===== config.mk =====
export PLATFORM = sky130hd
export DESIGN_NAME = sync_fifo_wr_arb
export DESIGN_NICKNAME = d
export VERILOG_FILES = /design/src/rtl/sync_fifo_wr_arb.sv
export SDC_FILE = /design/constraint.sdc
export NUM_CORES = 1
export LEC_CHECK = 0
export CAP_MARGIN = 30
export CORE_MARGIN = 2
export CORE_UTILIZATION = 32
export CTS_CLUSTER_DIAMETER = 150
export CTS_CLUSTER_SIZE = 24
export DETAILED_ROUTE_END_ITERATION = 8
export PLACE_DENSITY = 0.84
export SLEW_MARGIN = 20
export SYNTH_ARGS = -nofsm -noshare
export SYNTH_HDL_FRONTEND = slang
export SYNTH_SLANG_ARGS = --single-unit

===== constraint.sdc =====
create_clock -name i_clk -period 2.7 [get_ports i_clk]
set_input_delay 0.54 -clock i_clk [delete_from_list [all_inputs] [get_ports i_clk]]
set_output_delay 0.54 -clock i_clk [all_outputs]
set_load 0.005 [all_outputs]

===== src/rtl/sync_fifo_wr_arb.sv =====
// sync_fifo_wr_arb: round-robin burst arbiter sharing one sync_fifo write port among NUM_REQ producers
// Ports: i_clk, i_rst (async active-high); i_req_valid/i_req_data/o_req_ready per-producer handshake,
// data flattened with producer k at [k*WIDTH +: WIDTH]; o_fifo_data/o_fifo_wr_en/i_fifo_full to sync_fifo;
// o_grant registered one-hot grant, o_busy high in BURST.
// Optional SYNC_FIFO_WR_ARB_STATS_EN adds i_stall_clr and saturating 16-bit o_stall_cnt.
module sync_fifo_wr_arb #(
  parameter int WIDTH = 19,
  parameter int NUM_REQ = 4,
  parameter int MAX_BURST = 8
) (
  input  logic                     i_clk,
  input  logic                     i_rst,
  input  logic [NUM_REQ-1:0]       i_req_valid,
  input  logic [NUM_REQ*WIDTH-1:0] i_req_data,
  output logic [NUM_REQ-1:0]       o_req_ready,
  output logic [WIDTH-1:0]         o_fifo_data,
  output logic                     o_fifo_wr_en,
  input  logic                     i_fifo_full,
  output logic [NUM_REQ-1:0]       o_grant,
`ifdef SYNC_FIFO_WR_ARB_STATS_EN
  input  logic                     i_stall_clr,
  output logic [15:0]              o_stall_cnt,
`endif
  output logic                     o_busy
);
  localparam int IW = $clog2(NUM_REQ);
  localparam int CW = $clog2(MAX_BURST) + 1;
  typedef enum logic {IDLE, BURST} state_t;
  state_t state, state_nxt;
  logic [NUM_REQ-1:0] grant_nxt;
  logic [IW-1:0] last_grant, last_nxt, sel, cand;
  logic [CW-1:0] burst_cnt, cnt_nxt;
  logic found;
  logic g_valid;
  // last_grant doubles as the granted index while in BURST
  assign g_valid = i_req_valid[last_grant];
  always_comb begin
    sel = '0;
    found = 1'b0;
    cand = '0;
    for (int i = 1; i <= NUM_REQ; i++) begin
      cand = IW'((int'(last_grant) + i) % NUM_REQ);
      if (!found && i_req_valid[cand]) begin
        sel = cand;
        found = 1'b1;
      end
    end
  end
  always_ff @(posedge i_clk or posedge i_rst) begin
    if (i_rst) begin
      state <= IDLE;
      o_grant <= '0;
      last_grant <= IW'(NUM_REQ - 1);
      burst_cnt <= '0;
    end else begin
      state <= state_nxt;
      o_grant <= grant_nxt;
      last_grant <= last_nxt;
      burst_cnt <= cnt_nxt;
    end
  end
  // a full FIFO freezes the burst; a valid drop only counts as release once not full
  always_comb begin
    state_nxt = state;
    grant_nxt = o_grant;
    last_nxt = last_grant;
    cnt_nxt = burst_cnt;
    if (state == IDLE) begin
      if (found) begin
        state_nxt = BURST;
        grant_nxt = NUM_REQ'(1) << sel;
        last_nxt = sel;
        cnt_nxt = '0;
      end
    end else if (o_fifo_wr_en) begin
      cnt_nxt = burst_cnt + 1'b1;
      if (burst_cnt == CW'(MAX_BURST - 1)) begin
        state_nxt = IDLE;
        grant_nxt = '0;
      end
    end else if (!i_fifo_full && !g_valid) begin
      state_nxt = IDLE;
      grant_nxt = '0;
    end
  end
  always_comb begin
    o_busy = state == BURST;
    o_fifo_wr_en = o_busy && g_valid && !i_fifo_full;
    o_req_ready = o_busy ? {{(NUM_REQ-1){1'b0}}, !i_fifo_full} << last_grant : '0;
    o_fifo_data = |o_grant ? i_req_data[int'(last_grant)*WIDTH +: WIDTH] : '0;
  end
`ifdef SYNC_FIFO_WR_ARB_STATS_EN
  always_ff @(posedge i_clk or posedge i_rst) begin
    if (i_rst) o_stall_cnt <= '0;
    else if (i_stall_clr) o_stall_cnt <= '0;
    else if (o_busy && g_valid && i_fifo_full && o_stall_cnt != 16'hFFFF) o_stall_cnt <= o_stall_cnt + 1'b1;
  end
`endif
endmodule


# == After elaboration in Yosys (flattened, before gate mapping) ==
# Index checks and enable logic that the tools add are counted.
# word_totals
reg_bits,11
# classes
addsub,5
n_mul,1
n_lt_le_gt_ge,5
n_eq_ne,4
shift,3
n_mux,33
bitwise_logic,1
reduce_logical,16
# ops
operator,count
indexed part select 76 x 8 -> 19 bit,1
2-to-1 mux 4 bit,9
2-to-1 mux 19 bit,1
"less-than comparator 2 x 3 -> 1 bit, second input constant",5
2-to-1 mux 1 bit,14
binary-select mux 1 bit (select 2 bit),5
2-to-1 mux 2 bit,4
"multiplier 2 x 5 -> 7 bit, second input constant",1
logical AND 1 bit,6
"!= test 3 x 2 -> 1 bit, second input constant",2
logical NOT 1 bit,5
"adder 2 x 1 -> 2 bit, second input constant",2
"adder 2 bit, second input constant",2
"adder 4 x 1 -> 4 bit, second input constant",1
"== test 4 x 3 -> 1 bit, second input constant",1
AND reduction 2 bit,2
OR reduction 4 bit,1
left shift 1 x 2 -> 4 bit,1
"left shift 1 x 2 -> 4 bit, first input constant",1
AND reduction 3 bit,1
"!= test 2 bit, second input constant",1
nonzero test 2 bit,1
NOT 1 bit,1

# == Logic depth before layout (Yosys ltp) ==
# Gate-level depths: netlist (run 1).
# depth
depth_word,16
ltp_mapped,6
mapped_depth_nobuf,5

# == Worst setup path before layout (run 1) ==
# No wires, ideal clock.
# synth_timing
path_type,register -> output
startpoint,reg last_grant[0]
endpoint,out o_fifo_data[10]
t_arrival_ns,1.582
t_required_ns,2.160
path_slack_ns,0.578
stages_incl_launch_ff,5
n_path_buf,2
cell_sequence,dfstp_2 -> buf_6 -> buf_2 -> mux4_2 -> nor2b_1
# synth_between
elab_chain_len,3
# synth_rtl
element,line_no,rtl
from (decl),31,"logic [IW-1:0] last_grant, last_nxt, sel, cand;"
from (signal assigned),53,last_grant <= IW'(NUM_REQ - 1);
from (signal assigned),58,last_grant <= last_nxt;
multiplier 2 x 5 -> 7 bit,90,o_fifo_data = |o_grant ? i_req_data[int'(last_grant)*WIDTH +: WIDTH] : '0;
indexed part select 76 x 8 -> 19 bit,90,
2-to-1 mux 19 bit,90,
to (decl),16,"output logic [WIDTH-1:0] o_fifo_data,"
# Every way passes these cells.

# == Worst setup path after layout (run 1) ==
# layout_timing
startpoint,reg last_grant[0]
endpoint,out o_fifo_wr_en
# layout_between
elab_chain_len,4
# layout_rtl
element,line_no,rtl
binary-select mux 1 bit (select 2 bit),36,assign g_valid = i_req_valid[last_grant];
2-to-1 mux 1 bit (not written as such),36,
logical AND 1 bit (2 in series),88,o_fifo_wr_en = o_busy && g_valid && !i_fifo_full;
to (decl),17,"output logic o_fifo_wr_en,"
# Every way passes these cells. The select of a mux whose other input is x is not followed.

==> results.json, run 1 <==
{
  "cts_hold_buf": 0,
  "finalMaxSlewViolations": 0,
  "drtIter0Drc": 40,
  "antenna_found_initial": 0,
  "fmax_mhz": 380,
  "status": "completed",
  "crit_type": "reg -> out",
  "gp_congestion": 0.815,
  "seq_area_frac_synth_pct": 21.6,
  "clk_latency_ps": 240,
  "yosysUniqueCellTypes": 36,
  "power.density_nw_per_um2": 909,
  "hold_viol": 0,
  "start_util_pct": 32.7,
  "dp_hpwl_um": 3960,
  "synth_edf_count": 0,
  "cts_tree": "yes",
  "io_buffers": 111,
  "grt_max_degree": 32,
  "syn_area_per_cell_um2": 10.5,
  "yosysWarnings": 0,
  "wl_um": 5380,
  "htree_levels": 1,
  "diodes": 0,
  "path_max_fanout": 9,
  "dr.pass1.iters": 4,
  "required_ps": 2160,
  "slew_headroom_pct": 69.4,
  "rows": 23,
  "grt_pass1_wl_um": 7260,
  "min_period_ps": 2630,
  "viasPerCell": 5.27,
  "worst_setup_path_end_kind": "output port",
  "drtAntennaViolNets": 0,
  "path_clk_slew_ps": 50,
  "syn-instance-count": 123,
  "multi_input_area_um2": 945,
  "fillers": 305,
  "hold_class": "reg -> reg",
  "setup_viol": 0,
  "drc_errors": 0,
  "critPathLaunchType": "flip-flop",
  "rsz0062_at_grt": "yes",
  "cts_inserted_buffers": 3,
  "layout-drive-gt1-share_pct": 18.1,
  "async_flop_share_pct": 100,
  "vias": 1545,
  "nets": 328,
  "seqCellArea_um2": 282,
  "p_leak_nw": 1.23,
  "arrival_ps": 2090,
  "fin_crit_sh_pct": 97.5,
  "die_area_um2": 4550,
  "grt-ovfl-total": 0,
  "clockRootBuffer": "clkbuf_8",
  "track_usage_pct": 21.4,
  "syn_to_final_growth_pct": 108,
  "synth-main-ff-cell": "dfrtp_1",
  "die_h_um": 67.4,
  "design.portCount": 112,
  "syn_nets": 207,
  "post_drt_wl_per_cell_um": 18.3,
  "die-width_um": 67.4,
  "synth_seq_cells": 11,
  "worstMarginPinSlew_ps": 455,
  "fin_util_pct": 67.9,
  "grt_pass1_vias": 1465,
  "dp_slack_ps": 83.4,
  "ir_drop_uv": 739,
  "cts_max_path_buffers": 2,
  "final.setup_skew_ps": 2.60,
  "synth_area_um2": 1290,
  "fin_ws_ps": 68.5,
  "drv_cap": 0,
  "coreArea_um2": 3940,
  "cts_num_sinks": 11
}
what timing repair did:
| action | 4_1_cts | 5_1_grt |
|---|---|---|
| buffers inserted | 0 | 3 |
| cloned | 0 | 2 |
| resized for setup | 1 | 16 |
| endpoints found under the setup margin | 19 | 4 |
layout by cell type (no fill, tap or decap), types with 2 or more instances in the layout:
cell	synthesis	routed
clkdlybuf4s50_1	0	96
nor2b_1	20	20
mux4_2	19	19
dlymetal6s2s_1	0	15
dfrtp_1	9	9
buf_4	0	9
nor2_1	7	7
nand3_1	7	7
inv_1	7	7
nand2_1	5	5
o21ai_0	5	5
nor3_1	4	4
nand2b_1	3	3
a21oi_1	3	3
o31ai_1	3	3
clkbuf_8	0	3
o2bb2ai_1	2	2
clkbuf_16	0	2
buf_12	0	2
cells by family (layout without fill, tap and decap cells):
group / Yosys count / in the layout / share of synthesized area (%)
AND/OR/NAND/NOR: 52 / 52 / 22.5
AO/OA/AOI/OAI: 21 / 21 / 12.4
multiplexers: 21 / 21 / 36.1
buffers and inverters: 16 / 136 / 5.73
flip-flops: 11 / 11 / 21.6
adder cells (fa/ha/maj): 1 / 1 / 0.972
XOR/XNOR: 1 / 1 / 0.680
per-layer routing:
| layer | vias to the layer above | GRT usage (%) | wire (um) |
|---|---|---|---|
| met5 | - | 0 | 0 |
| met4 | 0 | 5.87 | 104 |
| met3 | 10 | 5.00 | 530 |
| met2 | 77 | 40.5 | 2820 |
| met1 | 742 | 23.8 | 1920 |
| li1 | 716 | - | - |
critical path, stage by stage, from the launching register on:
cell,delay [ps]
dfstp_2,560
buf_6,160
mux4_2,540
nand2_1,120
inv_1,50
clkdlybuf4s50_1,430
power by group:
part / leakage, nW / total [W] / switching (W) / internal, W
clock network: 0.0228 / 0.000162 / 0.0000586 / 0.000103
registers: 0.139 / 0.000393 / 0.000146 / 0.000247
logic: 1.07 / 0.00188 / 0.000709 / 0.00117
total: 1.23 / 0.00244 / 0.000913 / 0.00152
synthesized netlist by cell type, drive strengths merged, types with 3 or more instances:
library cell | n | area [um^2]
mux4 | 20 | 454
nand3 | 7 | 35.0
a21oi | 4 | 31.3
buf | 7 | 40.0
nor2 | 8 | 32.5
o21ai | 5 | 25.0
nand2 | 5 | 18.8
dfrtp | 9 | 225
nand2b | 3 | 18.8
nor3 | 4 | 20.0
nor2b | 20 | 125
inv | 7 | 26.3
o31ai | 3 | 22.5
state kept, by name, summed over array words and instances, names as in the netlist:
name        count
o_grant         4
o_busy          1
burst_cnt       4
last_grant      2
final timing paths:
| path | start | end | slack [ps] | depth (start not counted) |
|---|---|---|---|---|
| worst max-delay path | last_grant[0] | o_fifo_wr_en | 70 | 5 |
| worst min-delay path | burst_cnt[3] | burst_cnt[3] | 510 | 1 |
| worst max register to register | last_grant[1] | o_grant[0] | 610 | 4 |
| worst min register to register | burst_cnt[3] | burst_cnt[3] | 510 | 1 |
| max in group asynchronous | i_rst | last_grant[0] | 1790 | 2 |
| min in group asynchronous | i_rst | o_grant[2] | 590 | 2 |
through the flow:
step	instance area [um^2]	TNS (ps)	hold slack, ps	cells	total power [W]
after floorplan	1290	0	391	123	0.00121
after global placement	2500	0	473	284	0.00213
after detailed placement	2500	0	497	284	0.00217
after CTS	2550	0	509	288	0.00234
after global routing	2680	-22.0	537	293	0.00258
final	2680	0	506	293	0.00244
cell type report:
type | instances | area share (%)
well taps | 50 | 2.34
repair buffers | 125 | 49.2
clock buffers | 4 | 1.68
multi-input cells | 96 | 35.3
inverters | 7 | 0.981
flip-flops and latches | 11 | 10.5
Power figures use the tool's default switching activity.
==> inputs of run 2 (changes only) <==
==> constraint.sdc (replaced) <==
create_clock -name i_clk -period 2.9 [get_ports i_clk]
set_input_delay 0.58 -clock i_clk [delete_from_list [all_inputs] [get_ports i_clk]]
set_output_delay 0.58 -clock i_clk [all_outputs]
set_load 0.005 [all_outputs]
==> results.json, run 2 (synthesis results as in run 1) <==
{
  "status": "completed",
  "drtIter0Drc": 45,
  "vias": 1492,
  "combPwrFrac_pct": 75.6,
  "final.setup_skew_ps": 2.58,
  "drc_errors": 0,
  "fin_crit_sh_pct": 97.0,
  "post_drt_wl_per_cell_um": 16.8,
  "p_seq_share_pct": 17.4,
  "fin_tns_setup_ps": 0,
  "clk_latency_ps": 240,
  "final_common_cell": "clkdlybuf4s50_1",
  "die_area_um2": 4550,
  "r2r_cells": 4,
  "syn_to_final_growth_pct": 97.6,
  "coreArea_um2": 3940,
  "grt-ovfl-total": 0,
  "gp_congestion": 0.783,
  "worstPathCellList": "buf_12, mux4_1, nor2b_1, clkdlybuf4s50_1",
  "power.density_nw_per_um2": 847,
  "pwr-share-clk_pct": 7.0,
  "path_clk_slew_ps": 50,
  "cts_max_path_buffers": 2,
  "ir_drop_uv": 812,
  "dr.pass1.iters": 4,
  "crit_type": "reg -> out",
  "dp_slack_ps": 205,
  "diodes": 0,
  "ctsResizeCount": 0,
  "finalMaxSlewViolations": 0,
  "p_sw_w": 0.000800,
  "track_usage_pct": 20.6,
  "grt_pass1_vias": 1475,
  "hold_class": "reg -> reg",
  "design.portCount": 112,
  "start_util_pct": 32.7,
  "wl_um": 4810,
  "fmax_mhz": 355,
  "rsz0062_at_grt": "no",
  "slew_headroom_pct": 69.5,
  "cts_num_sinks": 11,
  "rows": 23,
  "nets": 322,
  "p_leak_nw": 0.955,
  "cts_hold_buf": 0,
  "cts_inserted_buffers": 3,
  "antenna_found_initial": 0,
  "dp_hpwl_um": 3940,
  "cts_tree": "yes",
  "drv_cap": 0,
  "top_regs": "burst_cnt: 4 flops, o_grant: 4 flops, last_grant: 2 flops",
  "design_area_um2": 2540,
  "setup_viol": 0,
  "place_area_um2": 2490,
  "die-width_um": 67.4,
  "min_period_ps": 2810,
  "die_h_um": 67.4,
  "worst_setup_path_end_kind": "output port",
  "fin_ws_ps": 86.5,
  "holdPathStages": 1,
  "worstMarginPinSlew_ps": 453,
  "path_max_fanout": 22,
  "arrival_ps": 2230,
  "grt_pass1_wl_um": 7030,
  "post_cts_buffers": 0,
  "htree_levels": 1,
  "drtAntennaViolNets": 0,
  "layout-drive-gt1-share_pct": 16.0,
  "critPathLaunchType": "flip-flop",
  "p_int_w": 0.00135,
  "swShare_pct": 37.1,
  "required_ps": 2320,
  "hold_viol": 0,
  "crit_slowest_cell": "dfstp_2",
  "clockRootBuffer": "clkbuf_8",
  "mostFrequentLayoutCells": "111 x clkdlybuf4s50_1, 20 x nor2b_1, 19 x mux4_2",
  "cpPeakStageDelay_ps": 610,
  "io_buffers": 111,
  "grt_max_degree": 32,
  "viasPerCell": 5.20
}
## run 2: cell count changes in the layout (fill, tap and decap cells not counted)
| cell | change |
|---|---|
| clkbuf_16 | -2 |
| dlymetal6s2s_1 | -15 |
| clkdlybuf4s50_1 | +15 |
| buf_6 | -1 |
| buf_12 | -1 |
| buf_4 | -2 |
## run 2: final timing paths
check	start	endpoint	slack [ps]
worst max-delay path	last_grant[0]	o_fifo_data[18]	90
worst min register to register	burst_cnt[3]	burst_cnt[3]	480
min in group asynchronous	i_rst	o_grant[0]	630
worst min-delay path	burst_cnt[3]	burst_cnt[3]	480
max in group asynchronous	i_rst	last_grant[0]	1960
worst max register to register	last_grant[1]	o_grant[0]	800
## run 2: routing by layer
metal	global-route usage, %	routed length, um	vias to the layer above
met1	21.3	1750	703
met4	7.14	114	0
met5	0	0	-
li1	-	-	706
met2	39.5	2380	73
met3	5.67	563	10
## run 2: power groups by stage
stage / registers [W] / clock network (W) / logic (W)
detailed placement: 0.000372 / 0 / 0.00164
finish: 0.000375 / 0.000152 / 0.00163
global route: 0.000388 / 0.000164 / 0.00173
CTS: 0.000369 / 0.000154 / 0.00165
global placement: 0.000367 / 0 / 0.00160
floorplan: 0.000274 / 0 / 0.000856
## run 2: through the flow
step / instances / power [W] / utilization (%) / hold WS (ps)
floorplan: 123 / 0.00113 / - / 431
global placement: 283 / 0.00197 / 63.3 / 473
detailed placement: 283 / 0.00201 / 63.3 / 481
CTS: 287 / 0.00217 / 64.4 / 487
global route: 287 / 0.00229 / 64.5 / 541
finish: 287 / 0.00215 / 64.5 / 479
## run 2: worst max-delay path: cells and delay by family, from the launching register on
| family | cells | cell delay, ps |
|---|---|---|
| buffers and inverters | 2 | 670 |
| DFF | 1 | 610 |
| and+or+nand+nor | 1 | 140 |
| muxes | 1 | 570 |
## run 2: layout make-up
class                      count  area (um^2)
multi-input combinational     96          945
timing repair buffer         119         1180
tap                           50         62.6
sequential                    11          282
inverter                       7         26.3
fill                         308         1400
clock buffer                   4         45.0
==> inputs of run 3 (changes only) <==
==> constraint.sdc (replaced) <==
create_clock -name i_clk -period 2.72 [get_ports i_clk]
set_input_delay 0.544 -clock i_clk [delete_from_list [all_inputs] [get_ports i_clk]]
set_output_delay 0.544 -clock i_clk [all_outputs]
set_load 0.005 [all_outputs]
==> results.json, run 3 (synthesis results as in run 1) <==
{
  "cts_num_sinks": 11,
  "p_leak_nw": 0.976,
  "viasPerCell": 5.26,
  "place_area_um2": 2500,
  "path_clk_slew_ps": 50,
  "setup.worst_path.start": "last_grant[0]",
  "diodes": 0,
  "fmax_mhz": 375,
  "fin_crit_sh_pct": 98.1,
  "combPwrFrac_pct": 75.9,
  "layout-drive-gt1-share_pct": 16.4,
  "drtAntennaViolNets": 0,
  "crit_slowest_cell": "dfstp_2",
  "nets": 323,
  "worstPathCellList": "buf_12, mux4_2, nor2b_1, clkdlybuf4s50_1",
  "clockRootBuffer": "clkbuf_8",
  "final_common_cell": "clkdlybuf4s50_1",
  "worstMarginPinSlew_ps": 449,
  "pwr-share-clk_pct": 7.3,
  "total_power_w": 0.00232,
  "final.setup_skew_ps": 5.33,
  "finalMaxSlewViolations": 0,
  "dr.pass1.iters": 4,
  "grt_max_degree": 32,
  "track_usage_pct": 21.8,
  "fin_tns_setup_ps": 0,
  "design.portCount": 112,
  "mostFrequentLayoutCells": "110 x clkdlybuf4s50_1, 20 x nor2b_1, 19 x mux4_2",
  "post_drt_wl_per_cell_um": 17.2,
  "post_cts_buffers": 0,
  "ff2ff_setup_slack_ps": 630,
  "cts_tree": "yes",
  "die_area_um2": 4550,
  "cts_hold_buf": 0,
  "setup_viol": 0,
  "htree_levels": 1,
  "required_ps": 2180,
  "r2r_cells": 4,
  "start_util_pct": 32.7,
  "slew_headroom_pct": 69.8,
  "path_max_fanout": 18,
  "ir_drop_uv": 755,
  "drv_cap": 0,
  "coreArea_um2": 3940,
  "power.density_nw_per_um2": 907,
  "design_area_um2": 2560,
  "grt_pass1_vias": 1474,
  "wl_um": 4940,
  "p_seq_share_pct": 16.9,
  "grt-ovfl-total": 0,
  "die-width_um": 67.4,
  "swShare_pct": 37.3,
  "min_period_ps": 2670,
  "crit_path_end": "o_fifo_data[11]",
  "cts_max_path_buffers": 2,
  "critPathLaunchType": "flip-flop",
  "ctsResizeCount": 1,
  "p_sw_w": 0.000864,
  "cpPeakStageDelay_ps": 560,
  "drtIter0Drc": 71,
  "p_int_w": 0.00145,
  "die_h_um": 67.4,
  "cts_inserted_buffers": 3,
  "holdPathStages": 1,
  "hold_class": "reg -> reg",
  "clk_latency_ps": 250,
  "rsz0062_at_grt": "no",
  "hold_viol": 0,
  "antenna_found_initial": 0,
  "gp_congestion": 0.816,
  "r2r_end": "o_grant[0]",
  "r2r-start": "last_grant[1]",
  "rows": 23,
  "io_buffers": 111,
  "vias": 1514,
  "worst_setup_path_end_kind": "output port",
  "grt_pass1_wl_um": 7360,
  "top_regs": "burst_cnt: 4 flops, o_grant: 4 flops, last_grant: 2 flops",
  "drc_errors": 0,
  "crit_type": "reg -> out",
  "arrival_ps": 2130,
  "syn_to_final_growth_pct": 98.6,
  "dp_hpwl_um": 3960,
  "fillers": 335,
  "status": "completed"
}
## run 3: cell types whose count changed in the layout (fill, tap and decap cells not counted), sizes merged
| cell | change |
|---|---|
| dlymetal6s2s | +1 |
| buf | +1 |
| clkdlybuf4s50 | -1 |
## run 3: worst min-delay path by stage
stage                            start           end  slack, ps
final                     burst_cnt[3]  burst_cnt[3]        500
after global routing      burst_cnt[3]  burst_cnt[3]        530
after CTS                 burst_cnt[3]  burst_cnt[3]        510
after detailed placement  burst_cnt[3]  burst_cnt[3]        490
after global placement    burst_cnt[3]  burst_cnt[3]        470
after floorplan                  i_rst  burst_cnt[0]        400
## run 3: through the flow
stage | hold slack, ps | setup WS (ps) | util [%] | cells
final | 502 | 50.9 | 64.9 | 288
after floorplan | 395 | 594 | - | 123
after CTS | 506 | 15.0 | 64.7 | 288
after global routing | 529 | 16.6 | 64.9 | 288
after global placement | 473 | 108 | 63.5 | 284
after detailed placement | 491 | 87.4 | 63.5 | 284
## run 3: critical path, delay by kind of cell, from the launching register on
kind / cells / cell delay (ps)
buffers and inverters: 2 / 640
DFF: 1 / 560
muxes: 1 / 520
and+or+nand+nor: 1 / 150
## run 3: final cells by class
type / count / area (um^2) / area share (%)
sequential: 11 / 282 / 11.0
timing repair buffer: 120 / 1200 / 46.8
inverter: 7 / 26.3 / 1.03
clock buffer: 4 / 45.0 / 1.76
tap: 50 / 62.6 / 2.45
multi-input combinational: 96 / 945 / 36.9
## run 3: routing by layer
metal  up-vias  global-route usage (%)  wire length [um]
li1        703                       -                 -
met1       728                    23.8              1760
met2        74                    40.8              2540
met3         9                    5.00               533
met4         0                    8.16               110
met5         -                       0                 0
## run 3: power by group through the flow
stage / sequential (W) / combinational [W] / clock [W]
2_1_floorplan: 0.000292 / 0.000912 / 0
3_3_place_gp: 0.000380 / 0.00173 / 0
3_5_place_dp: 0.000385 / 0.00176 / 0
4_1_cts: 0.000389 / 0.00177 / 0.000168
5_1_grt: 0.000405 / 0.00188 / 0.000178
6_report: 0.000391 / 0.00176 / 0.000168
